===== src/rtl/exec_muldiv_iter_if.sv =====
// Handshake bundle between the execute-stage decode/hazard logic and the iterative mul/div unit.
// MULDIV_SIGNED_EN adds the operand sign request line.
interface exec_muldiv_iter_if #(
   parameter int WIDTH = 16
);
   logic             start;
   logic [1:0]       op;
   logic [WIDTH-1:0] a;
   logic [WIDTH-1:0] b;
   logic             kill;
`ifdef MULDIV_SIGNED_EN
   logic             sign;
`endif
   logic             busy;
   logic             done;
   logic [WIDTH-1:0] result;
   logic             div_by_zero;
   logic             err;

`ifdef MULDIV_SIGNED_EN
   modport master (output start, op, a, b, kill, sign,
                   input  busy, done, result, div_by_zero, err);
   modport slave  (input  start, op, a, b, kill, sign,
                   output busy, done, result, div_by_zero, err);
`else
   modport master (output start, op, a, b, kill,
                   input  busy, done, result, div_by_zero, err);
   modport slave  (input  start, op, a, b, kill,
                   output busy, done, result, div_by_zero, err);
`endif
endinterface


===== src/rtl/exec_muldiv_iter.sv =====
// Iterative unsigned MUL/MULH/DIV/REM unit (shift-add / restoring division) for the execute stage.
// Optional feature macro: MULDIV_SIGNED_EN enables two's-complement operands via the sign input.
module exec_muldiv_iter #(
   parameter int WIDTH          = 16,
   parameter int BITS_PER_CYCLE = 1
) (
   input logic                clk,
   input logic                rst,
   exec_muldiv_iter_if.slave  bus
);
   localparam int ITER = WIDTH / BITS_PER_CYCLE;
   localparam int CW   = $clog2(ITER) + 1;

   typedef enum logic [1:0] {IDLE, RUN, DONE} state_t;

   state_t             state;
   logic [CW-1:0]      count;
   logic [1:0]         opQ;
   logic [WIDTH-1:0]   acc;
   logic [WIDTH-1:0]   lo;
   logic [WIDTH-1:0]   opnd;

   logic [WIDTH-1:0]   aMag;
   logic [WIDTH-1:0]   bMag;
   logic [WIDTH-1:0]   accNext;
   logic [WIDTH-1:0]   loNext;
   logic [WIDTH:0]     shifted;
   logic [WIDTH:0]     sum;
   logic [2*WIDTH-1:0] prod;
   logic [WIDTH-1:0]   quo;
   logic [WIDTH-1:0]   rem;
   logic [WIDTH-1:0]   resSel;

`ifdef MULDIV_SIGNED_EN
   logic aNeg;
   logic bNeg;
   logic negStart;
   logic negQ;

   // Magnitudes enter the datapath; negQ records whether the final value must be negated.
   always_comb begin
      aNeg     = bus.sign & bus.a[WIDTH-1];
      bNeg     = bus.sign & bus.b[WIDTH-1];
      aMag     = aNeg ? -bus.a : bus.a;
      bMag     = bNeg ? -bus.b : bus.b;
      negStart = (bus.op == 2'b11) ? aNeg : (aNeg ^ bNeg);
   end
`else
   always_comb begin
      aMag = bus.a;
      bMag = bus.b;
   end
`endif

   // One or two radix-2 steps per clock; acc/lo form the product or remainder/quotient pair.
   always_comb begin
      accNext = acc;
      loNext  = lo;
      shifted = '0;
      sum     = '0;
      for (int i = 0; i < BITS_PER_CYCLE; i++) begin
         if (opQ[1]) begin
            shifted = {accNext, loNext[WIDTH-1]};
            loNext  = {loNext[WIDTH-2:0], 1'b0};
            if (shifted >= {1'b0, opnd}) begin
               accNext   = shifted[WIDTH-1:0] - opnd;
               loNext[0] = 1'b1;
            end else begin
               accNext = shifted[WIDTH-1:0];
            end
         end else begin
            sum     = {1'b0, accNext} + (loNext[0] ? {1'b0, opnd} : '0);
            loNext  = {sum[0], loNext[WIDTH-1:1]};
            accNext = sum[WIDTH:1];
         end
      end
   end

   // A zero divisor naturally yields all-ones quotient and remainder == dividend.
   always_comb begin
`ifdef MULDIV_SIGNED_EN
      prod = negQ ? -{accNext, loNext} : {accNext, loNext};
      quo  = (opnd == '0) ? '1 : (negQ ? -loNext : loNext);
      rem  = negQ ? -accNext : accNext;
`else
      prod = {accNext, loNext};
      quo  = loNext;
      rem  = accNext;
`endif
      case (opQ)
         2'b00:   resSel = prod[WIDTH-1:0];
         2'b01:   resSel = prod[2*WIDTH-1:WIDTH];
         2'b10:   resSel = quo;
         default: resSel = rem;
      endcase
   end

   // Control FSM with registered status outputs; kill overrides everything but reset.
   always_ff @(posedge clk or posedge rst) begin
      if (rst) begin
         state           <= IDLE;
         count           <= '0;
         opQ             <= 2'b00;
         acc             <= '0;
         lo              <= '0;
         opnd            <= '0;
         bus.busy        <= 1'b0;
         bus.done        <= 1'b0;
         bus.result      <= '0;
         bus.div_by_zero <= 1'b0;
         bus.err         <= 1'b0;
`ifdef MULDIV_SIGNED_EN
         negQ            <= 1'b0;
`endif
      end else begin
         bus.done <= 1'b0;
         bus.err  <= 1'b0;
         if (bus.kill) begin
            state    <= IDLE;
            bus.busy <= 1'b0;
         end else begin
            case (state)
               IDLE, DONE: begin
                  if (bus.start) begin
                     state    <= RUN;
                     bus.busy <= 1'b1;
                     count    <= '0;
                     opQ      <= bus.op;
                     acc      <= '0;
                     opnd     <= bus.op[1] ? bMag : aMag;
                     lo       <= bus.op[1] ? aMag : bMag;
`ifdef MULDIV_SIGNED_EN
                     negQ     <= negStart;
`endif
                  end else begin
                     state <= IDLE;
                  end
               end
               RUN: begin
                  acc   <= accNext;
                  lo    <= loNext;
                  count <= count + 1'b1;
                  if (bus.start) begin
                     bus.err <= 1'b1;
                  end
                  if (count == CW'(ITER - 1)) begin
                     state           <= DONE;
                     bus.busy        <= 1'b0;
                     bus.done        <= 1'b1;
                     bus.result      <= resSel;
                     bus.div_by_zero <= opQ[1] && (opnd == '0);
                  end
               end
               default: state <= IDLE;
            endcase
         end
      end
   end
endmodule

===== src/flat_wrapper.sv =====
// flat-port wrapper written by rule: the top's interface ports become plain ports
module exec_muldiv_iter_flat 
#(
   parameter int WIDTH          = 16,
   parameter int BITS_PER_CYCLE = 1
)
  (clk, rst, bus_start, bus_op, bus_a, bus_b, bus_kill, bus_busy, bus_done, bus_result, bus_div_by_zero, bus_err);
  exec_muldiv_iter_if #(.WIDTH(WIDTH)) bus_i ();
  input logic clk;
  input logic rst;
  input wire logic [$bits(bus_i.start)-1:0] bus_start;
  input wire logic [$bits(bus_i.op)-1:0] bus_op;
  input wire logic [$bits(bus_i.a)-1:0] bus_a;
  input wire logic [$bits(bus_i.b)-1:0] bus_b;
  input wire logic [$bits(bus_i.kill)-1:0] bus_kill;
  output wire logic [$bits(bus_i.busy)-1:0] bus_busy;
  output wire logic [$bits(bus_i.done)-1:0] bus_done;
  output wire logic [$bits(bus_i.result)-1:0] bus_result;
  output wire logic [$bits(bus_i.div_by_zero)-1:0] bus_div_by_zero;
  output wire logic [$bits(bus_i.err)-1:0] bus_err;
  assign bus_i.start = bus_start;
  assign bus_i.op = bus_op;
  assign bus_i.a = bus_a;
  assign bus_i.b = bus_b;
  assign bus_i.kill = bus_kill;
  assign bus_busy = bus_i.busy;
  assign bus_done = bus_i.done;
  assign bus_result = bus_i.result;
  assign bus_div_by_zero = bus_i.div_by_zero;
  assign bus_err = bus_i.err;
  exec_muldiv_iter #(.WIDTH(WIDTH), .BITS_PER_CYCLE(BITS_PER_CYCLE)) u_core (.clk(clk), .rst(rst), .bus(bus_i));
endmodule

===== config.mk =====
export PLATFORM = sky130hd
export DESIGN_NAME = exec_muldiv_iter_flat
export DESIGN_NICKNAME = d
export VERILOG_FILES = /design/src/rtl/exec_muldiv_iter_if.sv /design/src/rtl/exec_muldiv_iter.sv /design/src/flat_wrapper.sv
export SDC_FILE = /design/constraint.sdc
export NUM_CORES = 1
export LEC_CHECK = 0
export ABC_CLOCK_PERIOD_IN_PS = 3900
export CORE_MARGIN = 1.5
export CORE_UTILIZATION = 55
export CTS_CLUSTER_SIZE = 24
export DETAILED_ROUTE_END_ITERATION = 8
export GPL_TIMING_DRIVEN = 1
export PLACE_DENSITY_LB_ADDON = 0.2
export SETUP_SLACK_MARGIN = 0.1
export SKIP_CTS_REPAIR_TIMING = 1
export SLEW_MARGIN = 30
export SYNTH_ARGS = -nofsm -noshare
export SYNTH_HDL_FRONTEND = slang
export SYNTH_SLANG_ARGS = --single-unit

===== constraint.sdc =====
create_clock -name clk -period 3.9 [get_ports clk]
set_clock_uncertainty 0.1 [all_clocks]
set_input_delay 0.585 -clock clk [delete_from_list [all_inputs] [get_ports clk]]
set_output_delay 0.585 -clock clk [all_outputs]
set_load 0.02 [all_outputs]

== Yosys cells after proc, flatten, opt, wreduce, memory -nomap -nowiden ==
Cells that the tools add are included.

* Flip-flop bits (word level): 77

* $lt $le $gt $ge: 1
* Bitwise logic cells: 1
* Reductions and logical operators: 12
* Eq/ne operators: 7
* Mux-type cells: 28
* Add/sub/neg operators: 3

{| class="wikitable"
|+ Operators with widths
! kind !! number
|-
| 16-bit two-way mux || 9
|-
| 16-bit one-hot mux with 2 select lines || 2
|-
| 16-bit by 17-bit adder with 17-bit output || 1
|-
| 17-bit by 16-bit >= comparator with 1-bit output || 1
|-
| 16-bit zero test || 1
|-
| 16-bit subtractor || 1
|-
| 3-bit AND reduction || 4
|-
| 1-bit two-way mux || 11
|-
| 5-bit one-hot mux with 2 select lines || 1
|-
| 5-bit by 1-bit adder with 5-bit output, second input constant || 1
|-
| 5-bit by 4-bit == test with 1-bit output, second input constant || 1
|-
| 5-bit two-way mux || 1
|-
| 2-bit == test, second input constant || 2
|-
| 2-bit zero test || 2
|-
| 2-bit two-way mux || 2
|-
| 2-bit one-hot mux with 2 select lines || 1
|-
| 2-bit OR reduction || 2
|-
| 3-bit by 2-bit inequality test with 1-bit output, second input constant || 1
|-
| 3-bit inequality test, second input constant || 1
|-
| 3-bit nonzero test || 1
|-
| 2-bit by 1-bit == test with 1-bit output, second input constant || 1
|-
| 2-bit inequality test, second input constant || 1
|-
| 1-bit one-hot mux with 2 select lines || 1
|-
| 2-bit nonzero test || 1
|-
| other kinds (2) || 2
|}

== Logic depth before layout (Yosys ltp) ==
* Depth after elaboration: 4
* Gate-level depth with buffers: 11
* Mapped depth without buffers: 11

== Worst setup path before layout ==
Ideal clock, no wire load.

* Kind: register to register
* From: reg u_core.lo[0]
* To: reg u_core.bus.result[12]
* Required time: 3.660 ns
* Setup slack: 1.009 ns
* Path buffers: 1
* Stages on the path, launching flop included: 12
* Data arrival time: 2.651 ns
* Clock period less this slack: 2.891 ns
* Cells stage by stage: dfrtp_1 -> inv_1 -> clkbuf_1 -> nor2_1 -> ha_1 -> a211oi_1 -> nand3b_1 -> a31oi_1 -> o21ai_1 -> xnor2_1 -> a2111oi_0 -> a211oi_1

* Word-level cells in the longest chain between the ends: 4

{| class="wikitable"
|+ RTL lines
! what !! RTL line !! text
|-
| start, declared || exec_muldiv_iter.sv:20 || <nowiki>logic [WIDTH-1:0] lo;</nowiki>
|-
| start signal, assigned || exec_muldiv_iter.sv:131 || <nowiki>lo <= bus.op[1] ? aMag : bMag;</nowiki>
|-
| start signal, assigned || exec_muldiv_iter.sv:141 || <nowiki>lo <= loNext;</nowiki>
|-
| 16-bit two-way mux || exec_muldiv_iter.sv:72 || <nowiki>sum = {1'b0, accNext} + (loNext[0] ? {1'b0, opnd} : '0);</nowiki>
|-
| 16-bit by 17-bit adder with 17-bit output || exec_muldiv_iter.sv:72 ||
|-
| 16-bit two-way mux || exec_muldiv_iter.sv:62 || <nowiki>if (opQ[1]) begin</nowiki>
|-
| 16-bit two-way mux || exec_muldiv_iter.sv:90 || <nowiki>case (opQ)</nowiki>
|-
| end signal, assigned || exec_muldiv_iter.sv:150 || <nowiki>bus.result <= resSel;</nowiki>
|-
| end, declared || exec_muldiv_iter_if.sv:29 || <nowiki>output busy, done, result, div_by_zero, err);</nowiki>
|}

Every way passes these cells.
A chain may end at the register's enable or synchronous reset.

== Final worst setup path ==
Ends and elaborated chain as after synthesis.

==> impl_metrics.py <==
metrics = {
    "critical_path": {
        "crit_required_ps": 4050,
        "path_buf_inv": 1,
        "arrival_ps": 3430,
        "cp_slowest_cell": "a31oi_1",
        "crit_top_cell": "a211oi_1",
        "crit_chain": "inv_1, nor2_1, ha_1, a211oi_1, nand3b_1, a31oi_1, o21ai_1, xnor2_1, a2111oi_0, a211oi_1",
        "crit_family": "compound AO/OA/AOI/OAI gates",
        "cp-start-kind": "flop",
        "end_kind": "flop",
        "timing.critical_path.slowest_cell_delay_ps": 480,
        "critPathMaxFanout": 16,
        "worstSetupPathType": "reg2reg",
    },
    "global_routing": {
        "grt_pass1_wl_mm": 28.2,
        "grt_usage_pct": 32.3,
        "overflow": 0,
        "grt_max_degree": 47,
        "grt_antenna_before_repair": 0,
        "grt_pass1_vias": 5362,
    },
    "sta": {
        "rsz0062_at_grt": "false",
        "fin_crit_sh_pct": 84.2,
        "relSlewSlack_pct": 35.1,
        "finalHoldViolations": 0,
        "setup_viol": 0,
        "drv_slew": 0,
        "tightest_slew_ps": 973,
        "setup-tns-final_ps": 0,
        "period_needed_ps": 3280,
        "setup_ws_ps": 616,
        "max_freq_mhz": 305,
    },
    "cts": {
        "cts_buffers": 9,
        "clock_latency_ps": 370,
        "cts.clk_slew.worst_paths_ps": 80,
        "cts_tree": "built",
        "clock_tree.buffer_depth": 2,
        "clock_sinks": 77,
        "cts-htree-levels": 3,
        "root_buffer": "clkbuf_8",
    },
    "synthesis": {
        "yosysWarnings": 0,
        "syn_area_per_cell_um2": 8.40,
        "synth_seq_cells": 77,
        "synth_area_um2": 5920,
        "synth-edff-count": 0,
        "yosysUniqueCellTypes": 71,
        "synth.most_common_cell": "dfrtp_1",
        "synthesis.nets": 779,
        "synth_largest_area_cell": "dfrtp_1",
        "postSynthCellCount": 705,
        "synthTopCellsByCount": "dfrtp_1, nor2_1, a21oi_1",
        "synthTopCellsByArea": "dfrtp_1, ha_1, mux2i_1, a21oi_1, o21ai_0",
        "synthArstFlopShare_pct": 100,
        "synth_top_cell_area_share_pct": 32.5,
        "ys.flop_type": "dfrtp_1",
        "synth_seq_area_share_pct": 32.5,
    },
    "detailed_routing": {
        "drt-initial-drc-count": 592,
        "wl_per_cell_um": 19.9,
        "firstDrtPassIters": 5,
        "wl_mm": 17.6,
        "detail-route-antenna-nets": 0,
        "via_count": 5645,
        "drc": 0,
        "routed_via_density": 6.37,
    },
    "placement": {
        "gp_congestion": 1.04,
        "io_buffers": 57,
        "dp_slack_ps": 657,
        "post-dp-hpwl_mm": 13.4,
        "placed_area_um2": 6630,
    },
    "floorplan": {
        "dieArea_um2": 11400,
        "start_util_pct": 57.1,
        "die_width_um": 107,
        "die_y_um": 107,
        "core_region_area_um2": 10400,
        "ioPinCount": 58,
        "row_count": 37,
    },
    "run_status": {
        "status": "completed",
    },
    "final_layout": {
        "final_util_pct": 66.0,
        "stdcell_area_um2": 6850,
        "area_delta_synth_final_pct": 15.7,
        "drive_gt1_share_pct": 8.93,
        "seq_area_um2": 1930,
        "diodes": 0,
        "nFillCells": 898,
        "layout.nets": 821,
        "multi_input_area_um2": 3730,
    },
    "worst_hold_path": {
        "hp-class": "reg2reg",
    },
    "pwr": {
        "p_per_area_nw_per_um2": 656,
        "swShare_pct": 46.9,
        "seq_power_share_pct": 26.8,
        "clkPwrFrac_pct": 15.5,
        "combPwrFrac_pct": 57.7,
        "ir_drop_mv": 0.264,
        "switchingPower_uw": 2110,
        "cellLeakagePower_uw": 0.00311,
        "p_int_uw": 2390,
    },
    "flow_run": {
        "cap_violations": 0,
    },
}
## registers in the layout, indices dropped and copies added (netlist names)
signal	cells
u_core.bus.done	1
u_core.acc	16
u_core.opnd	16
u_core.bus.busy	1
u_core.opQ	2
u_core.lo	16
u_core.count	5
u_core.bus.div_by_zero	1
u_core.bus.err	1
u_core.bus.result	16
u_core.state	2
## placed cells by master (no fill, tap or decap), drive strengths merged, types with 7 or more instances in the layout
cell type / n
a211oi: 15
nand2: 65
clkdlybuf4s50: 56
clkbuf: 11
mux2i: 35
nor2: 69
xnor2: 13
a21oi: 68
o21ai: 61
a21o: 13
o31ai: 10
buf: 12
nor3: 12
nor3b: 10
nand3: 19
mux2: 16
o211ai: 8
inv: 35
dfrtp: 77
nor2b: 7
ha: 34
## worst min-delay path, stage by stage, from the launching register on
cell and delay (ps):
dfrtp_1 350, nand2_1 50, o21ai_0 60
## per-layer routing
metal  up-vias  part of all wire (%)  track usage, %
li1       2662                     -               -
met1      2682                    44            46.4
met2       269                    43            47.3
met3        32                   9.4            6.26
met4         0                   3.1            14.0
met5         -                     0               0
## power by group through the flow
stage	sequential [uW]	clock (uW)	combinational (uW)
2_1_floorplan	1110	0	1920
4_1_cts	1190	698	2530
5_1_grt	1230	730	2820
6_report	1200	699	2590
3_3_place_gp	1200	0	2450
3_5_place_dp	1210	0	2500
## path summary, 6_finish.rpt
path / cells past startpoint / endpoint / start / slack, ps
min: 2 / u_core.count[4] / u_core.count[4] / 390
min in group asynchronous: 2 / u_core.bus.result[10] / rst / 400
max: 10 / u_core.bus.result[12] / u_core.lo[0] / 620
max in group asynchronous: 3 / u_core.opQ[0] / rst / 2530
max reg2reg: 10 / u_core.bus.result[12] / u_core.lo[0] / 620
min reg2reg: 2 / u_core.count[4] / u_core.count[4] / 390
## per-stage QoR
step | cells | hold slack [ps] | power, uW
final | 886 | 387 | 4490
after global routing | 886 | 428 | 4780
after CTS | 886 | 388 | 4420
after detailed placement | 872 | 370 | 3710
after global placement | 871 | 365 | 3650
after floorplan | 705 | 350 | 3030
## cell families after synthesis
group / count (synthesis) / share of synthesized area (%)
AOI/OAI and AO/OA: 232 / 25.7
xor gates and xnor gates: 19 / 2.81
adders and majority gates: 36 / 7.86
buffers and inverters: 72 / 4.73
DFF: 77 / 32.5
muxes: 51 / 8.96
and+or+nand+nor: 218 / 17.4
## area by class of cell
cell class | count | area share (%)
Timing Repair Buffer | 68 | 9.76
Clock inverter | 3 | 1.00
Multi-Input combinational cell | 556 | 54.5
Clock buffer | 11 | 2.21
Inverter | 35 | 1.94
Tap cell | 136 | 2.48
Sequential cell | 77 | 28.2
(Power assumes the default switching activity.)
